===== config.mk =====
export PLATFORM = sky130hd
export DESIGN_NAME = adc_sequencer
export DESIGN_NICKNAME = d
export VERILOG_FILES = /design/src/rtl/adc_sequencer.sv
export SDC_FILE = /design/constraint.sdc
export NUM_CORES = 1
export LEC_CHECK = 0
export CORE_UTILIZATION = 30
export DETAILED_ROUTE_END_ITERATION = 7
export DONT_BUFFER_PORTS = 1
export PLACE_DENSITY = 0.53
export SYNTH_ARGS = -nofsm -noshare
export SYNTH_HDL_FRONTEND = slang
export SYNTH_SLANG_ARGS = --single-unit
export TNS_END_PERCENT = 100

===== constraint.sdc =====
create_clock -name clk -period 2.1 [get_ports clk]
set_clock_uncertainty 0.2 [all_clocks]
set_input_delay 0.42 -clock clk [delete_from_list [all_inputs] [get_ports clk]]
set_output_delay 0.42 -clock clk [all_outputs]
set_load 0.02 [all_outputs]

===== src/rtl/adc_sequencer.sv =====
// adc_sequencer: per-frame ADC channel sequencer with a ready/valid result stream.
// On each frame tick it converts channels 0..NUM_CH-1 in order, one result at a time.
// Optional feature macro: SEQ_TIMEOUT_EN. When it is defined, a conversion that gets
// no conv_done within TIMEOUT cycles yields an all-ones result flagged by out_err.
module adc_sequencer #(
    parameter int unsigned NUM_CH  = 5,
    parameter int unsigned DATA_W  = 12,
    parameter int unsigned TIMEOUT = 64
) (
    input  logic              clk,
    input  logic              reset,
    input  logic              tick,
    output logic              conv_start,
    output logic [2:0]        conv_chan,
    input  logic              conv_done,
    input  logic [DATA_W-1:0] conv_data,
    output logic              out_valid,
    input  logic              out_ready,
    output logic [DATA_W-1:0] out_data,
    output logic [2:0]        out_chan,
    output logic              out_err,
    output logic              overrun,
    input  logic              clr_overrun,
    output logic              busy
);

    localparam int unsigned CH_W    = 3;
    localparam logic [CH_W-1:0] LAST_CH = CH_W'(NUM_CH - 1);

    typedef enum logic [1:0] {
        IDLE  = 2'd0,
        START = 2'd1,
        WAIT  = 2'd2,
        OUT   = 2'd3
    } state_t;

    state_t          state;
    logic [CH_W-1:0] cnt;
    logic            tmo_hit_c;

    // Elaboration-time parameter range checks
    if (NUM_CH < 2 || NUM_CH > 8) begin : g_bad_num_ch
        $error("adc_sequencer: NUM_CH must be in 2..8");
    end
    if (TIMEOUT < 1) begin : g_bad_timeout
        $error("adc_sequencer: TIMEOUT must be at least 1");
    end

`ifdef SEQ_TIMEOUT_EN
    localparam int unsigned TMO_W = $clog2(TIMEOUT + 1);

    logic [TMO_W-1:0] tmo_cnt;

    // Count cycles spent waiting for conv_done; restarts on every entry to WAIT
    always_ff @(posedge clk or posedge reset) begin
        if (reset) begin
            tmo_cnt <= '0;
        end else if (state == WAIT && !conv_done) begin
            tmo_cnt <= tmo_cnt + TMO_W'(1);
        end else begin
            tmo_cnt <= '0;
        end
    end

    assign tmo_hit_c = (state == WAIT) && (tmo_cnt == TMO_W'(TIMEOUT - 1));
`else
    assign tmo_hit_c = 1'b0;
`endif

    // Sequencer FSM with registered outputs and sticky overrun flag
    always_ff @(posedge clk or posedge reset) begin
        if (reset) begin
            state      <= IDLE;
            cnt        <= '0;
            conv_start <= 1'b0;
            conv_chan  <= '0;
            out_valid  <= 1'b0;
            out_data   <= '0;
            out_chan   <= '0;
            out_err    <= 1'b0;
            overrun    <= 1'b0;
            busy       <= 1'b0;
        end else begin
            // A tick that lands mid-frame is dropped; setting beats clearing
            if (tick && state != IDLE) begin
                overrun <= 1'b1;
            end else if (clr_overrun) begin
                overrun <= 1'b0;
            end

            case (state)
                IDLE: begin
                    if (tick) begin
                        state      <= START;
                        cnt        <= '0;
                        conv_start <= 1'b1;
                        conv_chan  <= '0;
                        busy       <= 1'b1;
                    end
                end
                START: begin
                    conv_start <= 1'b0;
                    state      <= WAIT;
                end
                WAIT: begin
                    // A real result in the expiry cycle takes priority over the timeout
                    if (conv_done) begin
                        out_data  <= conv_data;
                        out_chan  <= cnt;
                        out_err   <= 1'b0;
                        out_valid <= 1'b1;
                        state     <= OUT;
                    end else if (tmo_hit_c) begin
                        out_data  <= '1;
                        out_chan  <= cnt;
                        out_err   <= 1'b1;
                        out_valid <= 1'b1;
                        state     <= OUT;
                    end
                end
                OUT: begin
                    if (out_ready) begin
                        out_valid <= 1'b0;
                        if (cnt == LAST_CH) begin
                            state <= IDLE;
                            cnt   <= '0;
                            busy  <= 1'b0;
                        end else begin
                            cnt        <= cnt + CH_W'(1);
                            conv_chan  <= cnt + CH_W'(1);
                            conv_start <= 1'b1;
                            state      <= START;
                        end
                    end
                end
                default: begin
                    state <= IDLE;
                end
            endcase
        end
    end

endmodule

After elaboration in Yosys (flattened, before gate mapping)
Cells that the tools add are included.
Widths: inputs -> output; s select.

storage, ports and cells
  bits in registers = 27
  output and inout bits = 23
  logic and storage cells = 57

cells by class
  $add $sub $neg = 1
  equality and inequality tests = 9
  mux-type cells = 24
  reduce and logical (&&, ||, !) cells = 14

operator list
  kind                 count
  $mux 3               5
  $pmux 3 s2           2
  $reduce_and 4->1     3
  $mux 1               10
  $ne 2x2->1 const B   5
  $reduce_and 3->1     3
  $pmux 2 s4           1
  $reduce_bool 2->1    4
  $mux 2               3
  $eq 2x2->1 const B   2
  $pmux 1 s2           2
  $add 3x1->3 const B  1
  $eq 3x3->1 const B   1
  $pmux 1 s3           1
  $reduce_bool 3->1    1
  $eq 2x1->1 const B   1
  $logic_not 2->1      1
  $reduce_and 2->1     1
  $logic_and 1x1->1    1

Logic depth before layout (Yosys ltp)
Gate-level depths: netlist of the first run.

  depth after elaboration = 4
  mapped depth = 6
  gate-level depth less buffers = 5

Least setup slack after synthesis of the first run
OpenSTA, ideal clock, no wires.

  path type = register to register
  start point = register state[0]
  end point = register conv_chan[1]
  arrival = 1537 ps
  data required time = 1776 ps
  slack = 239 ps
  cell stages (with the launch flop) = 6
  period minus slack after synthesis = 1861 ps
  path through = dfrtp_1 -> inv_1 -> ha_1 -> and2b_1 -> or3_4 -> a211o_1

between the ends
  word-level cells in the longest chain between the ends = 3
  elaborated cells on any way between the ends = 8
  classes of those cells = eq/ne (4); mux (1); reduce/logical (3)

RTL lines
  what                                                              line  RTL
  start, declared                                                   37    state_t state;
  start signal, assigned                                            73    state <= IDLE;
  start signal, assigned                                            94    state <= START;
  start signal, assigned                                            103   state <= WAIT;
  $eq 2x2->1 / $logic_not 2->1 (equally long branches)              91    case (state)
  $ne 2x2->1 (no line) / $reduce_bool 2->1 (equally long branches)  --
  $reduce_and 4->1 (no line)                                        --
  end signal, assigned                                              130   conv_chan <= cnt + CH_W'(1);
  end, declared                                                     14    output logic [2:0] conv_chan,

Several ways; a longest one is shown, not always the timed one.
A chain may end at the register's enable or synchronous reset.

Final worst setup path of the first run
Same ends and word-level chain as after synthesis.

==> results of run 1 <==
## metrics by stage
step                worst slack (ns)  utilization  hold slack (ns)  total power, mW
floorplan                      0.239            -            0.273             1.83
global placement               0.174        0.339            0.189             2.01
detailed placement            0.0809        0.339            0.200             2.04
CTS                           0.0649        0.353           0.0328             2.35
global route                 0.00672        0.358           0.0223             2.53
finish                        0.0880        0.358           0.0359             2.37
## cell type report
type,count,area (µm²),area share
inverters,9,33.8,0.0227
clock inverters,1,7.51,0.00505
well taps,50,62.6,0.0421
clock buffers,3,41.3,0.0278
flip-flops and latches,27,676,0.455
repair buffers,9,70.1,0.0472
multi-input cells,70,594,0.400
## state kept, by name (all words and copies together), names as in the netlist
register	count
conv_chan	3
out_chan	3
conv_start	1
out_valid	1
cnt	3
state	2
overrun	1
out_data	12
busy	1
## where the power goes
group / leakage, nW / internal [mW] / switching [mW]
clock: 0.0217 / 0.135 / 0.169
sequential: 0.331 / 0.753 / 0.420
combinational: 0.315 / 0.473 / 0.421
total: 0.668 / 1.36 / 1.01
## path summary, 6_finish.rpt
| check | end | cells past startpoint |
|---|---|---|
| max | conv_chan[1] | 5 |
| min in group asynchronous | out_valid | 3 |
| max reg2reg | conv_chan[1] | 5 |
| min reg2reg | cnt[1] | 2 |
| min | overrun | 1 |
| max in group asynchronous | out_data[0] | 3 |
## cell families (layout without fill, tap and decap cells)
group / count (synthesis) / in the layout / share of synthesized area
DFF: 27 / 27 / 0.504
and+or+nand+nor: 25 / 25 / 0.109
xor gates and xnor gates: 1 / 1 / 0.00654
AOI/OAI and AO/OA: 19 / 19 / 0.113
other: 1 / 1 / 0.00280
adders and majority gates: 8 / 8 / 0.0747
buffers and inverters: 15 / 22 / 0.0579
muxes: 16 / 16 / 0.132
## layout by cell type, fill, tap and decap left out, types with 2 or more instances in the layout
master	count
a22o_1	2
buf_4	8
clkbuf_8	3
dfrtp_1	27
ha_1	8
inv_1	9
mux2_2	13
mux2i_1	3
nand2_1	7
nand3_1	4
nor2_1	2
nor2b_1	2
nor3_1	2
o21ai_0	5
o41ai_1	4
## what timing repair did
action / CTS / global route
hold endpoints to repair: 27 / 0
hold buffers: 1 / 0
setup buffers: 0 / 2
resized for setup: 0 / 1
endpoints found under the setup margin: 0 / 4
## per-layer routing
layer	vias up	share of wire	track usage	wire, µm
met5	-	0	0	0
met4	0	0.021	0.0689	53
met3	5	0.067	0.0345	166
met2	23	0.50	0.183	1250
met1	430	0.41	0.136	1020
li1	412	-	-	-
==> impl_metrics.toml, run 1 <==
[place]
gp_congestion = 0.796
portBuffers = 0
place_inst = 162
dpl.hpwl_um = 1920
dpl_cell_area_um2 = 1400

[setup_path]
crit_path_end_kind = "flop"
slowest_delay_ns = 0.43
cp-startpoint = "state[0]"
path_max_fanout = 5
cp_num_buf_inv = 1
regToRegStartpoint = "state[0]"
ff2ff_setup_slack_ns = 0.09
crit_family = "simple AND/OR/NAND/NOR gates"
cp_cell_sequence = "inv_1 > ha_1 > and2b_1 > or3_4 > a211o_1"
critPathRequiredTime_ns = 2.07
worst_ep_arrival_time_ns = 1.99
start_kind = "flop"
path_class = "flop to flop"
cp_slowest_cell = "dfrtp_1"

[cts]
numCtsBuffers = 3
cts.reportedPaths.clkPinSlew_ns = 0.09
cts.sinks = 27
cts.path.max_buffers = 2
htree_levels = 1
cts_tree = "yes"
cts_root_buf = "clkbuf_8"
clk_latency_ns = 0.28

[cells_and_area]
final_nets = 146
drive_gt1_frac = 0.252
insertedDiodeCount = 0
design_area_um2 = 1490
finalNonFillerCells = 169
area_delta_synth_final_pct = 10.8
fill_cells = 434

[drt]
via_per_inst = 5.15
drtIter0Drc = 35
ant_nets = 0
wire_per_inst_um = 14.7
dr.pass1.iters = 4
drc = 0
vias = 870
wl_um = 2490

[floorplan]
ios = 41
coreArea_um2 = 4140
start_util = 0.323
rows = 23
die_area_um2 = 4740
fp.dieH_um = 68.8
die_w_um = 68.8

[sta]
rsz0062_at_grt = "no"
tightest_slew_ns = 0.559
slew_violations = 0
setup_viol = 0
fmax_mhz = 497
post-route-period-util = 0.958
hold_viol_final = 0
min_period_ns = 2.01
slew-limit-headroom = 0.626
setup_tns_ns = 0

[synthesis]
avgSynthCellArea_um2 = 12.0
synthFlopType = "dfrtp_1"
yosys_warnings = 0
synth_fp_nets = 138
synthTopCellsByCount = "dfrtp_1, mux2_2, inv_1"
yosysMostFrequentCell = "dfrtp_1"
yosys.area.top_type = "dfrtp_1"
synth_edf_count = 0
ys_ff_latch = 27
ys_types = 34
synth-seq-area-share = 0.504
synth_top_area_frac = 0.504
syn_area_um2 = 1340
synth.area.top_cells = "dfrtp_1, mux2_2, ha_1"
netlist_instances = 112
synth-async-reset-ratio = 1.00

[grt]
grt_pass1_vias = 803
antenna_found_initial = 0
grt_start_max_net_pins = 28
gr-total-overflow = 0
grt_pass1_wl_um = 3850
grt.total_usage = 0.115

[hold_path]
hp-start = "clr_overrun"
hold_class = "primary input to flop"

[pwr]
power.density_nw_per_um2 = 1600
vdd.ir_drop.worst_mv = 0.757
leakage_nw = 0.668

[job]
max-cap-violations = 0

[run_status]
status = "complete, no violations"
No activity file was read; power rests on OpenSTA's default activity.
==> inputs of run 2 (changes only) <==
REMOVE_ABC_BUFFERS = 1   (was unset)
==> run 2 against run 1 <==
First-iteration DRC count down 74%. Sequential share of layout area up 0.79 points. Non-clock buffer count down 3. Die area unchanged.
==> impl_metrics.toml, run 2 (same netlist as run 1, synthesis figures left out) <==
[run_status]
status = "complete, no violations"

[hold_path]
hold_class = "primary input to flop"
hp-start = "clr_overrun"
holdPathEnd = "overrun"
holdPathStages = 1

[setup_path]
cp_cell_sequence = "inv_1 > ha_1 > and2b_1 > buf_4 > and4bb_2 > a211o_1"
critPathRequiredTime_ns = 2.06
r2r_cells = 6
regToRegStartpoint = "state[0]"
start_kind = "flop"
path_class = "flop to flop"
r2r_end = "conv_chan[1]"
slowest_delay_ns = 0.45
cp_slowest_cell = "dfrtp_2"
crit_path_end_kind = "flop"
path_max_fanout = 8
worst_ep_arrival_time_ns = 1.98
ff2ff_setup_slack_ns = 0.08

[floorplan]
fp.dieH_um = 68.8
coreArea_um2 = 4140
start_util = 0.323
rows = 23
die_area_um2 = 4740
die_w_um = 68.8
ios = 41

[cells_and_area]
final_common_cell = "dfrtp_1"
mostFrequentLayoutCells = "dfrtp_1, mux2_2, inv_1"
insertedDiodeCount = 0
area_delta_synth_final_pct = 9.34
drive_gt1_frac = 0.259
design_area_um2 = 1470
top_register = "out_data"
largest_reg_flops = 12
finalNonFillerCells = 166
final_nets = 143

[cts]
htree_levels = 1
cts_setup_buffers = 0
cts.sinks = 27
cts.reportedPaths.clkPinSlew_ns = 0.10
numCtsBuffers = 3
cts_tree = "yes"
cts_root_buf = "clkbuf_8"
clk_latency_ns = 0.27
cts.path.max_buffers = 2

[grt]
grt_pass1_vias = 868
gr-total-overflow = 0
grt_start_max_net_pins = 28
antenna_found_initial = 0
grt.total_usage = 0.121
grt_pass1_wl_um = 4200

[sta]
slew_violations = 0
tightest_slew_ns = 0.560
min_period_ns = 2.02
fmax_mhz = 495
setup_viol = 0
post-route-period-util = 0.963
slew-limit-headroom = 0.626
hold_viol_final = 0

[place]
gp_congestion = 0.819
place_inst = 161
dpl.hpwl_um = 1970
portBuffers = 0
dpl_cell_area_um2 = 1400

[drt]
ant_nets = 0
drtIter0Drc = 9
met2_length_um = 1360
drc = 0
vias = 870
dr.pass1.iters = 4
wl_met3_um = 128
wire_per_inst_um = 16.0
via_per_inst = 5.24
wl_um = 2660
topRoutingLayerUsed = "met4"
m1WireLength_um = 1130

[pwr]
power.density_nw_per_um2 = 1590
leakage_nw = 0.654
vdd.ir_drop.worst_mv = 0.481

[job]
max-cap-violations = 0
-- run 2: how the worst max path moves through the flow --
stage | startpoint | endpoint | slack [ns] | cells past startpoint
finish | state[0] | conv_chan[1] | 0.08 | 6
global route | state[0] | conv_chan[1] | -0.004 | 6
CTS | state[0] | conv_chan[0] | 0.03 | 6
detailed placement | state[0] | conv_chan[0] | 0.06 | 6
global placement | state[0] | conv_chan[1] | 0.14 | 5
floorplan | state[0] | conv_chan[1] | 0.13 | 5
-- run 2: power breakdown --
group,leakage [nW],total (mW),internal [mW],switching [mW]
Clock,0.0217,0.300,0.134,0.166
Sequential,0.329,1.18,0.757,0.426
Combinational,0.304,0.846,0.435,0.411
-- run 2: final cells by class --
class / instances / area, µm²
fillers: 424 / 2680
flip-flops and latches: 27 / 678
repair buffers: 6 / 47.5
multi-input cells: 70 / 594
well taps: 50 / 62.6
inverters: 9 / 33.8
clock inverters: 1 / 7.51
clock buffers: 3 / 41.3
-- run 2: per-stage QoR --
stage	hold WS (ns)	worst slack, ns	util	total power, mW	setup TNS (ns)
3_5_place_dp	0.201	0.0580	0.337	2.04	0
6_report	0.0332	0.0781	0.354	2.33	0
3_3_place_gp	0.194	0.138	0.337	2.00	0
5_1_grt	0.0251	-0.00377	0.354	2.51	-0.00377
2_1_floorplan	0.273	0.126	-	1.79	0
4_1_cts	0.0242	0.0278	0.351	2.35	0
-- run 2: critical path: cells and delay by family (launching register included) --
| kind | cells | cell delay (ns) |
|---|---|---|
| DFF | 1 | 0.45 |
| buffers and inverters | 2 | 0.34 |
| adders and majority gates | 1 | 0.18 |
| and+or+nand+nor | 2 | 0.52 |
| AOI/OAI and AO/OA | 1 | 0.22 |
-- run 2: what timing repair did --
action | 4_1_cts | 5_1_grt
setup endpoints to repair | 0 | 4
hold buffers | 1 | 0
hold endpoints to repair | 27 | 0
gates resized for setup | 0 | 3
-- run 2: per-layer routing --
layer  up-vias  global-route usage
met5         -                   0
met4         0              0.0561
met3         4              0.0247
met2        24               0.192
met1       437               0.158
li1        405                   -
